File: src/rtl/pe_job_scheduler.sv
// pe_job_scheduler
// Arbitrates between two job requesters and dispatches one job at a time to a
// processing element (PE). The PE is started with a single-cycle pulse. The
// scheduler waits for PE completion, bounded by a timeout, and then presents a
// completion record on a valid/ready handshake.
//
// Ports
//   clk, rst             : rising-edge clock, asynchronous active-low reset
//   req0_* / req1_*      : valid/ready job requests; cfg packs
//                          {tag, wr_psum, filter_size, mode[1:0], stride}
//   pe_ready, pe_done    : PE accepting Start / PE finished the current job
//   pe_start             : one-cycle Start pulse to the PE
//   stride_out, mode_out,
//   filter_size_out,
//   wr_psum_out          : latched PE configuration of the current job
//   cmp_valid, cmp_ready : completion handshake
//   cmp_tag, cmp_src,
//   cmp_timeout          : completion record (source 0=req0, 1=req1)
//   busy                 : high whenever the scheduler is not idle
//   job_count            : completions since reset (wraps)
module pe_job_scheduler #(
  parameter int STRIDE_WIDTH      = 2,
  parameter int FILTER_SIZE_WIDTH = 4,
  parameter int TAG_WIDTH         = 4,
  parameter int TIMEOUT_CYCLES    = 1024,
  parameter int CNT_WIDTH         = 16,
  parameter int CFG_W = TAG_WIDTH + 1 + FILTER_SIZE_WIDTH + 2 + STRIDE_WIDTH
) (
  input  logic                         clk,
  input  logic                         rst,
  input  logic                         req0_valid,
  output logic                         req0_ready,
  input  logic [CFG_W-1:0]             req0_cfg,
  input  logic                         req1_valid,
  output logic                         req1_ready,
  input  logic [CFG_W-1:0]             req1_cfg,
  input  logic                         pe_ready,
  input  logic                         pe_done,
  output logic                         pe_start,
  output logic [STRIDE_WIDTH-1:0]      stride_out,
  output logic [1:0]                   mode_out,
  output logic [FILTER_SIZE_WIDTH-1:0] filter_size_out,
  output logic                         wr_psum_out,
  output logic                         cmp_valid,
  input  logic                         cmp_ready,
  output logic [TAG_WIDTH-1:0]         cmp_tag,
  output logic                         cmp_src,
  output logic                         cmp_timeout,
  output logic                         busy,
  output logic [CNT_WIDTH-1:0]         job_count
);

  localparam int WAIT_W = (TIMEOUT_CYCLES > 1) ? $clog2(TIMEOUT_CYCLES) : 1;
  localparam logic [WAIT_W-1:0] WAIT_LAST = WAIT_W'(TIMEOUT_CYCLES - 1);

  // Field positions inside a descriptor, LSB first
  localparam int MODE_LSB = STRIDE_WIDTH;
  localparam int FS_LSB   = MODE_LSB + 2;
  localparam int WR_BIT   = FS_LSB + FILTER_SIZE_WIDTH;
  localparam int TAG_LSB  = WR_BIT + 1;

  typedef enum logic [1:0] {
    S_IDLE,
    S_START,
    S_WAIT,
    S_REPORT
  } state_t;

  state_t state_q, state_d;

  logic [STRIDE_WIDTH-1:0]      stride_q;
  logic [1:0]                   mode_q;
  logic [FILTER_SIZE_WIDTH-1:0] fs_q;
  logic                         wr_psum_q;
  logic [TAG_WIDTH-1:0]         tag_q;
  logic                         src_q;
  logic                         timeout_q;
  logic [WAIT_W-1:0]            wait_cnt_q;
  logic [CNT_WIDTH-1:0]         job_count_q;
  logic                         last_q;

  logic             grant0, grant1, accept, accept_src;
  logic [CFG_W-1:0] sel_cfg;

  // Round-robin grant, recomputed every cycle. On a tie the requester that
  // was not served last wins; last_q resets to 1 so req0 wins the first tie.
  // Ready is qualified with rst so both readies stay low while reset is held.
  always_comb begin
    grant0     = req0_valid & (~req1_valid | last_q);
    grant1     = req1_valid & (~req0_valid | ~last_q);
    req0_ready = (state_q == S_IDLE) & rst & grant0;
    req1_ready = (state_q == S_IDLE) & rst & grant1;
    accept     = (req0_ready & req0_valid) | (req1_ready & req1_valid);
    accept_src = req1_ready;
    sel_cfg    = accept_src ? req1_cfg : req0_cfg;
  end

  // State register
  always_ff @(posedge clk or negedge rst) begin
    if (!rst) begin
      state_q <= S_IDLE;
    end else begin
      state_q <= state_d;
    end
  end

  // Next-state and handshake outputs. pe_start follows pe_ready only in
  // START, and the same edge moves on to WAIT, so the pulse is one cycle.
  // In WAIT a done on the final counted cycle still wins over the timeout.
  always_comb begin
    state_d   = state_q;
    pe_start  = 1'b0;
    cmp_valid = 1'b0;
    case (state_q)
      S_IDLE: begin
        if (accept) state_d = S_START;
      end
      S_START: begin
        pe_start = pe_ready;
        if (pe_ready) state_d = S_WAIT;
      end
      S_WAIT: begin
        if (pe_done || (wait_cnt_q == WAIT_LAST)) state_d = S_REPORT;
      end
      S_REPORT: begin
        cmp_valid = 1'b1;
        if (cmp_ready) state_d = S_IDLE;
      end
      default: state_d = S_IDLE;
    endcase
  end

  // Job datapath: descriptor latch on accept, wait counter, timeout flag,
  // completion counter and round-robin pointer update on completion.
  always_ff @(posedge clk or negedge rst) begin
    if (!rst) begin
      stride_q    <= '0;
      mode_q      <= '0;
      fs_q        <= '0;
      wr_psum_q   <= 1'b0;
      tag_q       <= '0;
      src_q       <= 1'b0;
      timeout_q   <= 1'b0;
      wait_cnt_q  <= '0;
      job_count_q <= '0;
      last_q      <= 1'b1;
    end else begin
      case (state_q)
        S_IDLE: begin
          if (accept) begin
            stride_q  <= sel_cfg[STRIDE_WIDTH-1:0];
            mode_q    <= sel_cfg[MODE_LSB +: 2];
            fs_q      <= sel_cfg[FS_LSB +: FILTER_SIZE_WIDTH];
            wr_psum_q <= sel_cfg[WR_BIT];
            tag_q     <= sel_cfg[TAG_LSB +: TAG_WIDTH];
            src_q     <= accept_src;
            timeout_q <= 1'b0;
          end
        end
        S_START: begin
          if (pe_ready) wait_cnt_q <= '0;
        end
        S_WAIT: begin
          if (pe_done) begin
            timeout_q <= 1'b0;
          end else if (wait_cnt_q == WAIT_LAST) begin
            timeout_q <= 1'b1;
          end else begin
            wait_cnt_q <= wait_cnt_q + WAIT_W'(1);
          end
        end
        S_REPORT: begin
          if (cmp_ready) begin
            job_count_q <= job_count_q + CNT_WIDTH'(1);
            last_q      <= src_q;
          end
        end
        default: ;
      endcase
    end
  end

  assign stride_out      = stride_q;
  assign mode_out        = mode_q;
  assign filter_size_out = fs_q;
  assign wr_psum_out     = wr_psum_q;
  assign cmp_tag         = tag_q;
  assign cmp_src         = src_q;
  assign cmp_timeout     = timeout_q;
  assign busy            = (state_q != S_IDLE);
  assign job_count       = job_count_q;

endmodule

File: config.mk
export PLATFORM = sky130hd
export DESIGN_NAME = pe_job_scheduler
export DESIGN_NICKNAME = d
export VERILOG_FILES = /design/src/rtl/pe_job_scheduler.sv
export SDC_FILE = /design/constraint.sdc
export NUM_CORES = 1
export LEC_CHECK = 0
export BUFFER_PORTS_ARGS = -buffer_cell sky130_fd_sc_hd__buf_4
export CAP_MARGIN = 30
export CORE_MARGIN = 1
export CORE_UTILIZATION = 55
export DETAILED_ROUTE_END_ITERATION = 10
export PLACE_DENSITY = 0.84
export SLEW_MARGIN = 20
export SYNTH_ARGS = -nofsm -noshare
export SYNTH_HDL_FRONTEND = slang
export SYNTH_SLANG_ARGS = --single-unit
export TNS_END_PERCENT = 100
File: constraint.sdc
create_clock -name clk -period 3.55 [get_ports clk]
set_clock_uncertainty 0.05 [all_clocks]
set_input_delay 0.71 -clock clk [delete_from_list [all_inputs] [get_ports clk]]
set_output_delay 0.71 -clock clk [all_outputs]
set_load 0.05 [all_outputs]
; ---- Yosys cells after proc, flatten, opt, wreduce, memory -nomap -nowiden
; Cells that the tools add are included.
[word_totals]
regBits = 44
inputBits = 33
out_inout_bits = 36
wordCells = 63
[op_classes]
add_sub_neg = 2
eq_ne = 11
mux = 16
n_bitwise = 13
n_reduce_logical = 10
[ops]
columns = cell, n
row1 = 2-to-1 mux 10 bit, 3
row2 = one-hot mux 10 bit (2 select lines), 1
row3 = adder 16 x 1 -> 16 bit (second input constant), 1
row4 = 2-to-1 mux 13 bit, 1
row5 = inequality test 2 bit (second input constant), 6
row6 = adder 10 x 1 -> 10 bit (second input constant), 1
row7 = equality test 10 bit (second input constant), 1
row8 = 2-to-1 mux 2 bit, 4
row9 = one-hot mux 2 bit (4 select lines), 1
row10 = AND reduction 4 bit, 2
row11 = bitwise AND 1 bit, 7
row12 = nonzero test 2 bit, 3
row13 = 2-to-1 mux 1 bit, 5
row14 = equality test 2 bit (second input constant), 2
row15 = AND reduction 2 bit, 2
row16 = inequality test 3 bit (second input constant), 1
row17 = inverter 1 bit, 3
row18 = OR 1 bit, 3
row19 = AND reduction 3 bit, 1
row20 = equality test 2 x 1 -> 1 bit (second input constant), 1
row21 = logical NOT 2 bit, 1
row22 = one-hot mux 1 bit (2 select lines), 1
row23 = logical OR 1 bit, 1

; ---- Logic depth before layout (Yosys ltp)
[depth]
word_depth = 8
ltp_mapped = 8
ltp_nobuf = 6

; ---- Least setup slack after synthesis
; Ideal clock, no wire load.
[synth_path]
path_type = register to output
start = reg state_q[0]
end = out req1_ready
t_arrival_ns = 1.578
required_time_ns = 2.790
setup_slack_ns = 1.212
stages_incl_launch_ff = 7
path_buffers = 2
cell_sequence = dfrtp_1 -> inv_1 -> ha_1 -> clkbuf_2 -> nand4_2 -> buf_2 -> inv_1
[synth_via]
elab_chain_len = 3
[synth_lines]
columns = element, line
row1 = "start, declared", 69  ; state_t state_q, state_d;
row2 = "start signal, assigned", 103  ; state_q <= state_d;
row3 = logical NOT 2 bit, 92  ; req1_ready = (state_q == S_IDLE) & rst & grant1;
row4 = bitwise AND 1 bit (2 in a row), 92
row5 = "end, declared", 35  ; output logic req1_ready,
; No other way between the ends.

; ---- Final worst setup path
[layout_path]
start = reg state_q[0]
end = out req0_ready
[layout_via]
elab_chain_len = 3
[layout_lines]
columns = element, line
row1 = logical NOT 2 bit, 91  ; req0_ready = (state_q == S_IDLE) & rst & grant0;
row2 = bitwise AND 1 bit (2 in a row), 91
row3 = "end, declared", 32  ; output logic req0_ready,
; No other way between the ends.

==> run_results.csv <==
group,metric,value,unit
setup_path,crit_chain,"inv_1 -> ha_1 -> o2111a_1 -> buf_4",
detailed_routing,vias_per_cell,5.50,
timing,min_period,2410,ps
synth,synth_warnings,0,
timing,setup_viol,0,
place,placed_cells,337,
synth,synth_area_leaders,"dfrtp_1, mux2i_1, nand2_1",
clock_tree,clockRootBuffer,"clkbuf_8",
outcome,outcome,"completed",
worst_hold_path,hold_path_class,"input pin to asynchronous set/reset pin",
run,maxCapViolCount,0,
synth,synth_flop_cell,"dfrtp_1",
finish,finish.utilization,73.5,%
synth,syn_nets,264,
synth,synth_seq_cells,44,
clock_tree,cts_sinks,44,
synth,yosys.area.top_type,"dfrtp_1",
clock_tree,hold_buffers,0,
setup_path,max_stage_delay,410,ps
detailed_routing,vias,1897,
finish,area_delta_synth_final,28.2,%
floorplan,rows,23,
synth,synth_cell_types,47,
setup_path,crit_type,"flop to output pin",
setup_path,crit_path_end_kind,"output pin",
timing,tns,0,ps
timing,tightest_slew,680,ps
floorplan,io_pins,69,
detailed_routing,drtIter0Drc,132,
timing,rsz0062_at_grt,"false",
synth,syn_avg_cell_area,10.3,sq um
setup_path,critPathSlowestCell,"dfrtp_1",
finish,antenna_cells,0,
finish,drive_gt1_share,31.5,%
synth,synth_top_area_share,46.6,%
synth,ys_async_sr_fraction,100,%
setup_path,crit_family,"flip-flops",
synth,syn_area,2310,sq um
floorplan,die_h,66.8,um
power_and_ir_drop,power.leakage,1.50,nW
power_and_ir_drop,p_total,2.23,mW
detailed_routing,wire_per_inst,14.9,um
global_route,grt_start_max_net_pins,44,
clock_tree,cts_buffers,5,
place,numPortBuffers,68,
finish,nNetsFinal,334,
global_route,grt_pass1_wl,8080,um
global_route,grt_overflow,0,
timing,hold_violations,0,
detailed_routing,routed_wl,5130,um
synth,syn_inst,224,
timing,slew_headroom,54.6,%
setup_path,cp.buffers_inverters,2,
detailed_routing,drc,0,
floorplan,initial_core_util,57.4,%
finish,final_cells,345,
detailed_routing,ant_nets,0,
global_route,grt_pass1_vias,1745,
floorplan,core-area,4030,sq um
setup_path,critPathMaxFanout,7,
detailed_routing,dr.pass1.iters,5,
finish,fillers,291,
place,dp_hpwl,3760,um
clock_tree,clock_latency,300,ps
setup_path,arrival,1650,ps
clock_tree,cts.reportedPaths.clkPinSlew,80,ps
setup_path,crit_required,2790,ps
clock_tree,clk_path_buf_depth,2,
setup_path,start_kind,"flop",
synth,ys_seq_area_share,47.7,%
place,routabilityCongestion,0.834,
power_and_ir_drop,peakVddDrop,0.493,mV
floorplan,dieWidth,66.8,um
clock_tree,cts_tree,"yes",
clock_tree,cts-resized-gates,0,
floorplan,die_area,4460,sq um
timing,report.final.slew_viol_count,0,
global_route,grt_use_total,24.5,%
timing,fin_crit_sh,68.0,%
power_and_ir_drop,powerDensity,752,nW/um^2
global_route,grt_antenna_before_repair,0,
synth,synth_edf_count,0,
clock_tree,htree_levels,2,
clock_tree,postCtsSetupBuffers,0,
timing,clock.fmax,414,MHz
## power by group
part / leakage [nW] / internal, mW / switching [mW]
clock: 0.0445 / 0.158 / 0.173
sequential: 0.577 / 0.640 / 0.110
combinational: 0.881 / 0.387 / 0.760
## synth_stat cells (all sizes together), types with 2 or more instances
master,number
nand2,29
buf,3
nor4b,2
o211ai,2
a31oi,3
nand2b,2
nor3,2
and4,2
nand4,6
nor2,12
o221ai,2
mux2i,15
o22ai,3
nand3,9
xor2,5
mux2,3
nor2b,2
o21ai,20
ha,7
dfrtp,43
nor4,4
a21oi,5
inv,17
clkbuf,5
a221oi,2
xnor2,10
## layout make-up
cell class / instances / area (sq um) / area share [%]
repair buffers: 71 / 533 / 18.0
clock buffers: 7 / 86.3 / 2.91
inverters: 17 / 63.8 / 2.15
well taps: 50 / 62.6 / 2.11
clock inverters: 1 / 7.51 / 0.253
multi-input cells: 155 / 1110 / 37.4
flip-flops and latches: 44 / 1100 / 37.2
## path summary, 6_finish.rpt
| kind | startpoint | to | slack, ps | cells past startpoint |
|---|---|---|---|---|
| setup / recovery | state_q[0] | req0_ready | 1140 | 4 |
| hold / removal | rst | filter_size_out[3] | 140 | 1 |
| setup reg to reg | state_q[0] | wait_cnt_q[0] | 1180 | 5 |
| hold reg to reg | job_count[15] | job_count[15] | 430 | 1 |
| max in group asynchronous | rst | last_q | 2590 | 2 |
| min in group clk | job_count[15] | job_count[15] | 430 | 1 |
## metal layers
layer	global-route usage (%)	routed length (um)	vias to the layer above
met5	0	0	-
met4	6.91	25	0
met3	6.34	216	2
met2	41.5	2690	46
met1	30.6	2210	927
li1	-	-	922
## cells by family after synthesis
group	synth area share, %
XOR/XNOR	5.68
buffers and inverters	4.39
flip-flops	47.7
multiplexers	8.28
AO/OA/AOI/OAI	11.6
adder cells (fa/ha/maj)	3.79
AND/OR/NAND/NOR	18.6
## through the flow
stage               hold slack, ps  area (sq um)  setup WS [ps]
floorplan                      364          2310           1210
global placement               413          2870           1280
detailed placement             414          2870           1220
CTS                            139          2960           1120
global route                   125          2960           1040
finish                         142          2960           1140
## layout by cell type (no fill, tap or decap), drive strengths merged, types with 2 or more instances in the layout
master / Yosys / final
o221ai: 2 / 2
a221oi: 2 / 2
nor4: 4 / 4
a21oi: 5 / 5
xor2: 5 / 5
inv: 17 / 17
nor4b: 2 / 2
nand2b: 2 / 2
clkbuf: 5 / 7
mux2: 3 / 3
ha: 7 / 7
nor3: 2 / 2
nor2: 12 / 12
o21ai: 20 / 20
xnor2: 10 / 10
mux2i: 15 / 15
o22ai: 3 / 3
nor2b: 2 / 2
o211ai: 2 / 2
buf: 3 / 71
and4: 2 / 2
nand2: 29 / 29
dfrtp: 43 / 43
a31oi: 3 / 3
nand4: 6 / 6
nand3: 9 / 9
## flip-flops by register name (all words and copies together), names as in the netlist, 2 cells and up
| name | flops |
|---|---|
| cmp_tag | 4 |
| filter_size_out | 4 |
| job_count | 16 |
| mode_out | 2 |
| state_q | 2 |
| stride_out | 2 |
| wait_cnt_q | 10 |
Note: power is estimated with default switching activity, not from simulation.
